**src/rtl/sound_mailbox_pkg.sv**
```systemverilog
// Shared parameter checks, width helpers and reset values for the sound command mailbox.
package sound_mailbox_pkg;

    function automatic bit depth_ok(input int depth);
        return (depth >= 2) && ((depth & (depth - 1)) == 0);
    endfunction

    function automatic bit clk_div_ok(input int clk_div);
        return clk_div >= 1;
    endfunction

    function automatic int ptr_w(input int depth);
        return $clog2(depth);
    endfunction

    function automatic int count_w(input int depth);
        return $clog2(depth) + 1;
    endfunction

    // A divide-by-one still needs a one-bit counter to keep the port widths legal.
    function automatic int div_w(input int clk_div);
        return (clk_div <= 1) ? 1 : $clog2(clk_div);
    endfunction

    localparam logic RST_IRQ        = 1'b0;
    localparam logic RST_OVERFLOW   = 1'b0;
    localparam logic RST_SND_CLK_EN = 1'b0;

endpackage

```
**src/rtl/sound_cmd_fifo.sv**
```systemverilog
// Fall-through command FIFO: power-of-two storage, wrapping pointers and a separate
// occupancy counter. The caller guarantees push only when there is room (or a pop).
module sound_cmd_fifo
    import sound_mailbox_pkg::*;
#(
    parameter int DATA_W = 8,
    parameter int DEPTH  = 4
) (
    input  logic                      clk,
    input  logic                      srst,
    input  logic                      flush_i,
    input  logic                      push_i,
    input  logic                      pop_i,
    input  logic [DATA_W-1:0]         wdata_i,
    output logic [DATA_W-1:0]         head_o,
    output logic [count_w(DEPTH)-1:0] count_o,
    output logic                      empty_o,
    output logic                      full_o
);

    localparam int PTR_W = ptr_w(DEPTH);
    localparam int CNT_W = count_w(DEPTH);

    logic [DATA_W-1:0] mem_q [DEPTH];
    logic [PTR_W-1:0]  wr_ptr_q, wr_ptr_d;
    logic [PTR_W-1:0]  rd_ptr_q, rd_ptr_d;
    logic [CNT_W-1:0]  count_q, count_d;

    // Storage has no reset: an empty FIFO is never read, the hold register covers that case.
    always_ff @(posedge clk) begin
        if (push_i) begin
            mem_q[wr_ptr_q] <= wdata_i;
        end
    end

    always_comb begin
        wr_ptr_d = wr_ptr_q;
        rd_ptr_d = rd_ptr_q;
        count_d  = count_q;
        if (flush_i) begin
            wr_ptr_d = '0;
            rd_ptr_d = '0;
            count_d  = '0;
        end else begin
            if (push_i) begin
                wr_ptr_d = wr_ptr_q + 1'b1;
            end
            if (pop_i) begin
                rd_ptr_d = rd_ptr_q + 1'b1;
            end
            case ({push_i, pop_i})
                2'b10:   count_d = count_q + 1'b1;
                2'b01:   count_d = count_q - 1'b1;
                default: count_d = count_q;
            endcase
        end
    end

    always_ff @(posedge clk) begin
        if (srst) begin
            wr_ptr_q <= '0;
            rd_ptr_q <= '0;
            count_q  <= '0;
        end else begin
            wr_ptr_q <= wr_ptr_d;
            rd_ptr_q <= rd_ptr_d;
            count_q  <= count_d;
        end
    end

    assign head_o  = mem_q[rd_ptr_q];
    assign count_o = count_q;
    assign empty_o = (count_q == '0);
    assign full_o  = (count_q == CNT_W'(DEPTH));

endmodule

```
**src/rtl/sound_command_mailbox.sv**
```systemverilog
// Main-CPU to sound-CPU command mailbox with interrupt request and AY clock enable.
// Define SOUND_CMD_IRQ_EN to also raise the sound-CPU interrupt on every accepted command.
module sound_command_mailbox
    import sound_mailbox_pkg::*;
#(
    parameter int DATA_W  = 8,
    parameter int DEPTH   = 4,
    parameter int CLK_DIV = 2
) (
    input  logic                      CPU_CLOCK,
    input  logic                      RESET,
    input  logic                      WR_STB,
    input  logic [DATA_W-1:0]         DB,
    input  logic                      FLUSH,
    input  logic                      RD_STB,
    output logic [DATA_W-1:0]         SD_OUT,
    output logic                      SD_OE,
    input  logic                      INT_TICK,
    input  logic                      INTACK,
    output logic                      SINT_AL,
    output logic                      EMPTY,
    output logic                      FULL,
    output logic [count_w(DEPTH)-1:0] COUNT,
    output logic                      OVERFLOW,
    output logic                      SND_CLK_EN
);

    localparam int DIV_W = div_w(CLK_DIV);

    if (!depth_ok(DEPTH)) begin : g_bad_depth
        $error("sound_command_mailbox: DEPTH must be a power of two >= 2");
    end
    if (!clk_div_ok(CLK_DIV)) begin : g_bad_div
        $error("sound_command_mailbox: CLK_DIV must be >= 1");
    end

    logic [DATA_W-1:0] head;
    logic              fifo_empty, fifo_full;
    logic              push, pop, drop, irq_set;

    logic [DATA_W-1:0] hold_q, hold_d;
    logic              ovf_q, ovf_d;
    logic              irq_q, irq_d;
    logic [DIV_W-1:0]  div_q, div_d;
    logic              clk_en_q, clk_en_d;

    // A full FIFO still accepts a write when the same cycle pops; FLUSH discards everything.
    assign pop  = RD_STB & ~fifo_empty & ~FLUSH;
    assign push = WR_STB & ~FLUSH & (~fifo_full | pop);
    assign drop = WR_STB & fifo_full & ~RD_STB & ~FLUSH;

`ifdef SOUND_CMD_IRQ_EN
    assign irq_set = INT_TICK | push;
`else
    assign irq_set = INT_TICK;
`endif

    sound_cmd_fifo #(
        .DATA_W (DATA_W),
        .DEPTH  (DEPTH)
    ) u_fifo (
        .clk     (CPU_CLOCK),
        .srst    (RESET),
        .flush_i (FLUSH),
        .push_i  (push),
        .pop_i   (pop),
        .wdata_i (DB),
        .head_o  (head),
        .count_o (COUNT),
        .empty_o (fifo_empty),
        .full_o  (fifo_full)
    );

    always_comb begin
        hold_d   = hold_q;
        ovf_d    = ovf_q;
        irq_d    = irq_q;
        div_d    = div_q + 1'b1;
        clk_en_d = 1'b0;
        if (pop) begin
            hold_d = head;
        end
        if (FLUSH) begin
            ovf_d = 1'b0;
        end else if (drop) begin
            ovf_d = 1'b1;
        end
        if (irq_set) begin
            irq_d = 1'b1;
        end else if (INTACK) begin
            irq_d = 1'b0;
        end
        // The enable is registered, so it lands one cycle after the terminal count.
        if (div_q == DIV_W'(CLK_DIV - 1)) begin
            div_d    = '0;
            clk_en_d = 1'b1;
        end
    end

    always_ff @(posedge CPU_CLOCK) begin
        if (RESET) begin
            hold_q   <= '0;
            ovf_q    <= RST_OVERFLOW;
            irq_q    <= RST_IRQ;
            div_q    <= '0;
            clk_en_q <= RST_SND_CLK_EN;
        end else begin
            hold_q   <= hold_d;
            ovf_q    <= ovf_d;
            irq_q    <= irq_d;
            div_q    <= div_d;
            clk_en_q <= clk_en_d;
        end
    end

    assign SD_OUT     = fifo_empty ? hold_q : head;
    assign SD_OE      = RD_STB;
    assign SINT_AL    = ~irq_q;
    assign EMPTY      = fifo_empty;
    assign FULL       = fifo_full;
    assign OVERFLOW   = ovf_q;
    assign SND_CLK_EN = clk_en_q;

endmodule

```
**config.mk**
```make
export PLATFORM = sky130hd
export DESIGN_NAME = sound_command_mailbox
export DESIGN_NICKNAME = d
export VERILOG_FILES = /design/src/rtl/sound_mailbox_pkg.sv /design/src/rtl/sound_cmd_fifo.sv /design/src/rtl/sound_command_mailbox.sv
export SDC_FILE = /design/constraint.sdc
export NUM_CORES = 1
export LEC_CHECK = 0
export ABC_AREA = 1
export CORE_ASPECT_RATIO = 1.5
export CORE_MARGIN = 2
export CORE_UTILIZATION = 60
export CTS_BUF_LIST = sky130_fd_sc_hd__clkbuf_4
export DETAILED_ROUTE_END_ITERATION = 16
export GPL_ROUTABILITY_DRIVEN = 0
export PLACE_DENSITY = 0.95
export SLEW_MARGIN = 5
export SYNTH_ARGS = -nofsm -noshare
export SYNTH_HDL_FRONTEND = slang
export SYNTH_SLANG_ARGS = --single-unit
```
**constraint.sdc**
```tcl
create_clock -name CPU_CLOCK -period 4 [get_ports CPU_CLOCK]
set_clock_uncertainty 0.1 [all_clocks]
set_input_delay 1.2 -clock CPU_CLOCK [delete_from_list [all_inputs] [get_ports CPU_CLOCK]]
set_output_delay 1.2 -clock CPU_CLOCK [all_outputs]
set_load 0.02 [all_outputs]
```
* After elaboration in Yosys (flattened, before gate mapping)
Memory sizes are Yosys's and may differ from the RTL's. A register that Yosys moved wholly into a read port is not among the register bits.
Index checks and enable logic that the tools add are counted.
** Word-level totals
- Register bits after elaboration :: 19
- Bits in latches :: 0
- Bits in writable memories :: 32
- ROM bits :: 0
- Output and inout bits :: 17
- Logic and storage cells :: 44
- Memories kept :: 1
** Memory list
- u_fifo.mem_q :: words 4, width 8, read ports 1, clocked after memory_dff 1, write ports 1, line sound_cmd_fifo.sv:24 : logic [DATA_W-1:0] mem_q [DEPTH];
** Cells by class
- Add/subtract/negate cells :: 5
- Multiply operators :: 0
- Divide/modulo/power cells :: 0
- Magnitude comparators :: 0
- Eq/ne operators :: 3
- Shifts and indexed selects :: 0
- Mux-type cells :: 9
- Bitwise logic cells :: 13
- Reduce and logical (&&, ||, !) cells :: 5
** Operators with widths (count)
- 8-bit 2-to-1 mux :: 1
- 1-bit bitwise AND :: 7
- 3-bit one-hot mux with 2 select lines :: 1
- 1-bit 2-to-1 mux :: 5
- 1-bit NOT :: 5
- 2-bit by 1-bit adder with 2-bit output, second input constant :: 2
- 2-bit 2-to-1 mux :: 2
- 2-bit nonzero test :: 2
- 2-bit OR reduction :: 2
- 3-bit by 1-bit adder with 3-bit output, second input constant :: 1
- 3-bit == test, second input constant :: 1
- 3-bit zero test :: 1
- 3-bit by 1-bit subtractor with 3-bit output, second input constant :: 1
- 2-bit by 1-bit == test with 1-bit output, second input constant :: 1
- 2-bit == test, second input constant :: 1
- 1-bit adder, second input constant :: 1
- 1-bit OR :: 1

* Logic depth before layout (Yosys ltp)
- Depth in word-level cells :: 8
- Depth in mapped cells :: 9
- Mapped depth without buffers :: 9

* Cells and area by module
Synthesis repeated with hierarchy kept, for this count alone.
** Unflattened totals
- Cell total of the unflattened synthesis :: 229
- Area total of the unflattened synthesis :: 2262.2 um2
** Modules (own cells, without submodules)
- sound_cmd_fifo :: instances 1, cells each 136, area each 1644.1 um2, seq. area each 1141.1 um2
- sound_command_mailbox :: instances 1, cells each 93, area each 618.1 um2, seq. area each 240.2 um2

* Least setup slack after synthesis
Ideal clock, no wire load.
- Path type :: input to output
- Start :: in RD_STB
- End :: out SD_OE
- Arrival :: 1334 ps
- Data required time :: 2700 ps
- Setup slack :: 1366 ps
- Cell stages on the path :: 1
- Path buffers :: 1
- Path through :: buf_4
** RTL lines
- from (decl) :: line sound_command_mailbox.sv:15 : input logic RD_STB,
- to (decl) :: line sound_command_mailbox.sv:17 : output logic SD_OE,
No word-level cell between the ends.

* Final worst setup path
- Start :: in RD_STB
- End :: out SD_OE
No word-level cell between the ends.

==> results.json <==
{
  "status": "finished, final reports clean",
  "cp-end-kind": "output pin",
  "hold_path_class": "reg -> reg",
  "path_buf_inv": 2,
  "clockPowerShare": 0.292,
  "rows": 27,
  "crit_path_frequent_cell": "clkdlybuf4s50_1",
  "layout_common_cells": "48 x nor2_1, 32 x edfxtp_1, 31 x clkdlybuf4s50_1",
  "n_antenna_cell": 0,
  "max_freq_mhz": 269,
  "fp.dieH_um": 78.7,
  "ir_worst_vdd_uv": 313,
  "p_leak_uw": 0.00101,
  "antenna_found_initial": 0,
  "wl_per_cell_um": 13.5,
  "netlist_instances": 218,
  "die-width_um": 53.8,
  "crit_chain": "clkdlybuf4s50_1, clkdlybuf4s50_1",
  "multiInputGateArea_sq_um": 712,
  "fill_cells": 239,
  "synth.avg_cell_area_sq_um": 10.3,
  "die_area_sq_um": 4240,
  "drt-initial-drc-count": 49,
  "synth-simple-area-share": 0.176,
  "seq_area_frac_synth": 0.618,
  "grt_max_degree": 18,
  "final_common_cell": "nor2_1",
  "drv_slew": 0,
  "track_usage": 0.220,
  "critPathMaxFanout": 3,
  "seq_area_sq_um": 1380,
  "p_switching_uw": 214,
  "drive_above_1_share": 0.0902,
  "yosysUniqueCellTypes": 26,
  "worstPathArrival_ps": 2420,
  "setup_viol": 0,
  "area_growth_pct": 18.6,
  "grt_pass1_vias": 1464,
  "synth_xor_area_frac": 0.00392,
  "gr-total-overflow": 0,
  "cpPeakStageDelay_ps": 640,
  "start_util": 0.618,
  "syn_nets": 238,
  "drc_errors": 0,
  "cap_violations": 0,
  "nets": 274,
  "final_cells": 298,
  "cts_max_path_buffers": 2,
  "cp-start-kind": "input pin",
  "yosys_warnings": 0,
  "setup_ws_ps": 281,
  "io_buffers": 31,
  "tns_ps": 0,
  "place_hpwl_um": 2770,
  "post_cts_resized": 0,
  "root_buffer": "clkbuf_4",
  "synth_fa_ha_area_frac": 0.0314,
  "fin_crit_sh": 0.930,
  "cts_tree": "built",
  "seqPwrFrac": 0.611,
  "clk_latency_ps": 370,
  "htreeDepth": 2,
  "cts_inserted_buffers": 5,
  "critPathRequiredTime_ps": 2700,
  "min_period_ps": 3720,
  "vias": 1592,
  "drt_wl_total_um": 4010,
  "worst_pin_slew_ps": 713,
  "dr.pass1.iters": 4,
  "crit_family": "buffers and inverters",
  "placed_area_sq_um": 2570,
  "path_clk_slew_ps": 150,
  "rsz0062_at_grt": "no",
  "crit_type": "in -> out",
  "via_per_inst": 5.34,
  "grt_pass1_wl_um": 6510,
  "crit_slowest_cell": "clkdlybuf4s50_1",
  "p_sw_frac": 0.219,
  "combPwrFrac": 0.097,
  "place_inst": 290,
  "synth-seq-cells": 53,
  "powerDensity_nw_per_um2": 368,
  "syn-cell-area_sq_um": 2230,
  "synth_top_family_by_area": "simple AND/OR/NAND/NOR gates",
  "design_area_sq_um": 2650,
  "internal_power_uw": 761,
  "synth.area.mux_share": 0,
  "cts_sinks": 53,
  "relSlewSlack": 0.523,
  "core_sq_um": 3610,
  "cts_setup_buffers": 0,
  "pre_cts_ws_ps": 289,
  "synth_compound_area_frac": 0.108,
  "hold_viol_final": 0,
  "ant_nets": 0,
  "top_level_ports": 32,
  "cts_hold_buffers": 0
}
## synth_stat cells
cell type / instances / area, sq um
nand3_1: 4 / 20.0
xor2_1: 1 / 8.76
edfxtp_1: 32 / 961
a21oi_1: 4 / 20.0
fa_1: 1 / 20.0
inv_6: 1 / 8.76
nor2_4: 3 / 33.8
nand2_4: 1 / 11.3
buf_4: 4 / 30.0
o22ai_1: 8 / 50.1
o21ai_4: 1 / 16.3
nor2_1: 48 / 180
buf_12: 1 / 20.0
inv_1: 19 / 71.3
nand2_2: 2 / 12.5
nor2_2: 1 / 6.26
inv_2: 3 / 11.3
a31oi_1: 1 / 6.26
nand4_1: 1 / 6.26
o21ai_1: 16 / 80.1
nand4_4: 1 / 21.3
dfxtp_1: 21 / 420
a21boi_0: 1 / 7.51
o21ai_0: 12 / 60.1
ha_1: 4 / 50.1
nand2_1: 27 / 101
## worst reg2reg max path, stage by stage, from the launching register on
cell and delay, ps:
dfxtp_1 410, inv_1 100, nand2_2 240, nand3_1 210, fa_1 430, inv_1 110, nand4_4 100, nand3_1 80
nand2_1 50, nor2_1 110
## sequential cells by signal (all words and copies together) (netlist names), named ones only
signal and flops:
u_fifo.mem_q 32, hold_q 8, u_fifo.count_o 3, u_fifo.rd_ptr_q 2
u_fifo.wr_ptr_q 2, OVERFLOW 1, SND_CLK_EN 1, div_q 1
irq_q 1
## layer usage
metal	wire (um)	global-route usage
met5	0	0
met4	153	0.151
met3	201	0.0545
met2	2130	0.350
met1	1520	0.252
## through the flow
stage                     utilization  power, uW  hold WS (ps)
after global placement          0.711        699           301
after floorplan                     -        658           288
after global routing            0.733       1020           344
after detailed placement        0.711        701           318
final                           0.733        974           338
after CTS                       0.733        984           337
## logic make-up after synthesis
kind of cell	after synthesis
fa+ha+maj	5
simple gates	88
compound gates	43
flops	53
xor+xnor	1
buf+inv	28
## area by class of cell
cell class              instances  area share
well taps                      43      0.0203
multi-input cells             137       0.269
repair buffers                 34       0.126
flip-flops and latches         53       0.521
clock inverters                 3      0.0156
clock buffers                   5      0.0142
inverters                      23      0.0345
## power by group through the flow
stage / clock network (uW) / registers (uW) / logic [uW]
floorplan: 0 / 608 / 50.3
global placement: 0 / 607 / 91.8
detailed placement: 0 / 607 / 93.8
CTS: 294 / 595 / 94.3
global route: 324 / 597 / 103
finish: 285 / 595 / 94.1
## path summary, 6_finish.rpt
path,start,end,slack (ps),cells after the start
worst max-delay path,RD_STB,SD_OE,280,2
worst min-delay path,div_q$_SDFF_PP0_,div_q$_SDFF_PP0_,340,1
worst max register to register,u_fifo.count_o[2]$_SDFFE_PP0P_,u_fifo.count_o[2]$_SDFFE_PP0P_,2010,9
worst min register to register,div_q$_SDFF_PP0_,div_q$_SDFF_PP0_,340,1
Power figures use the tool's default switching activity.
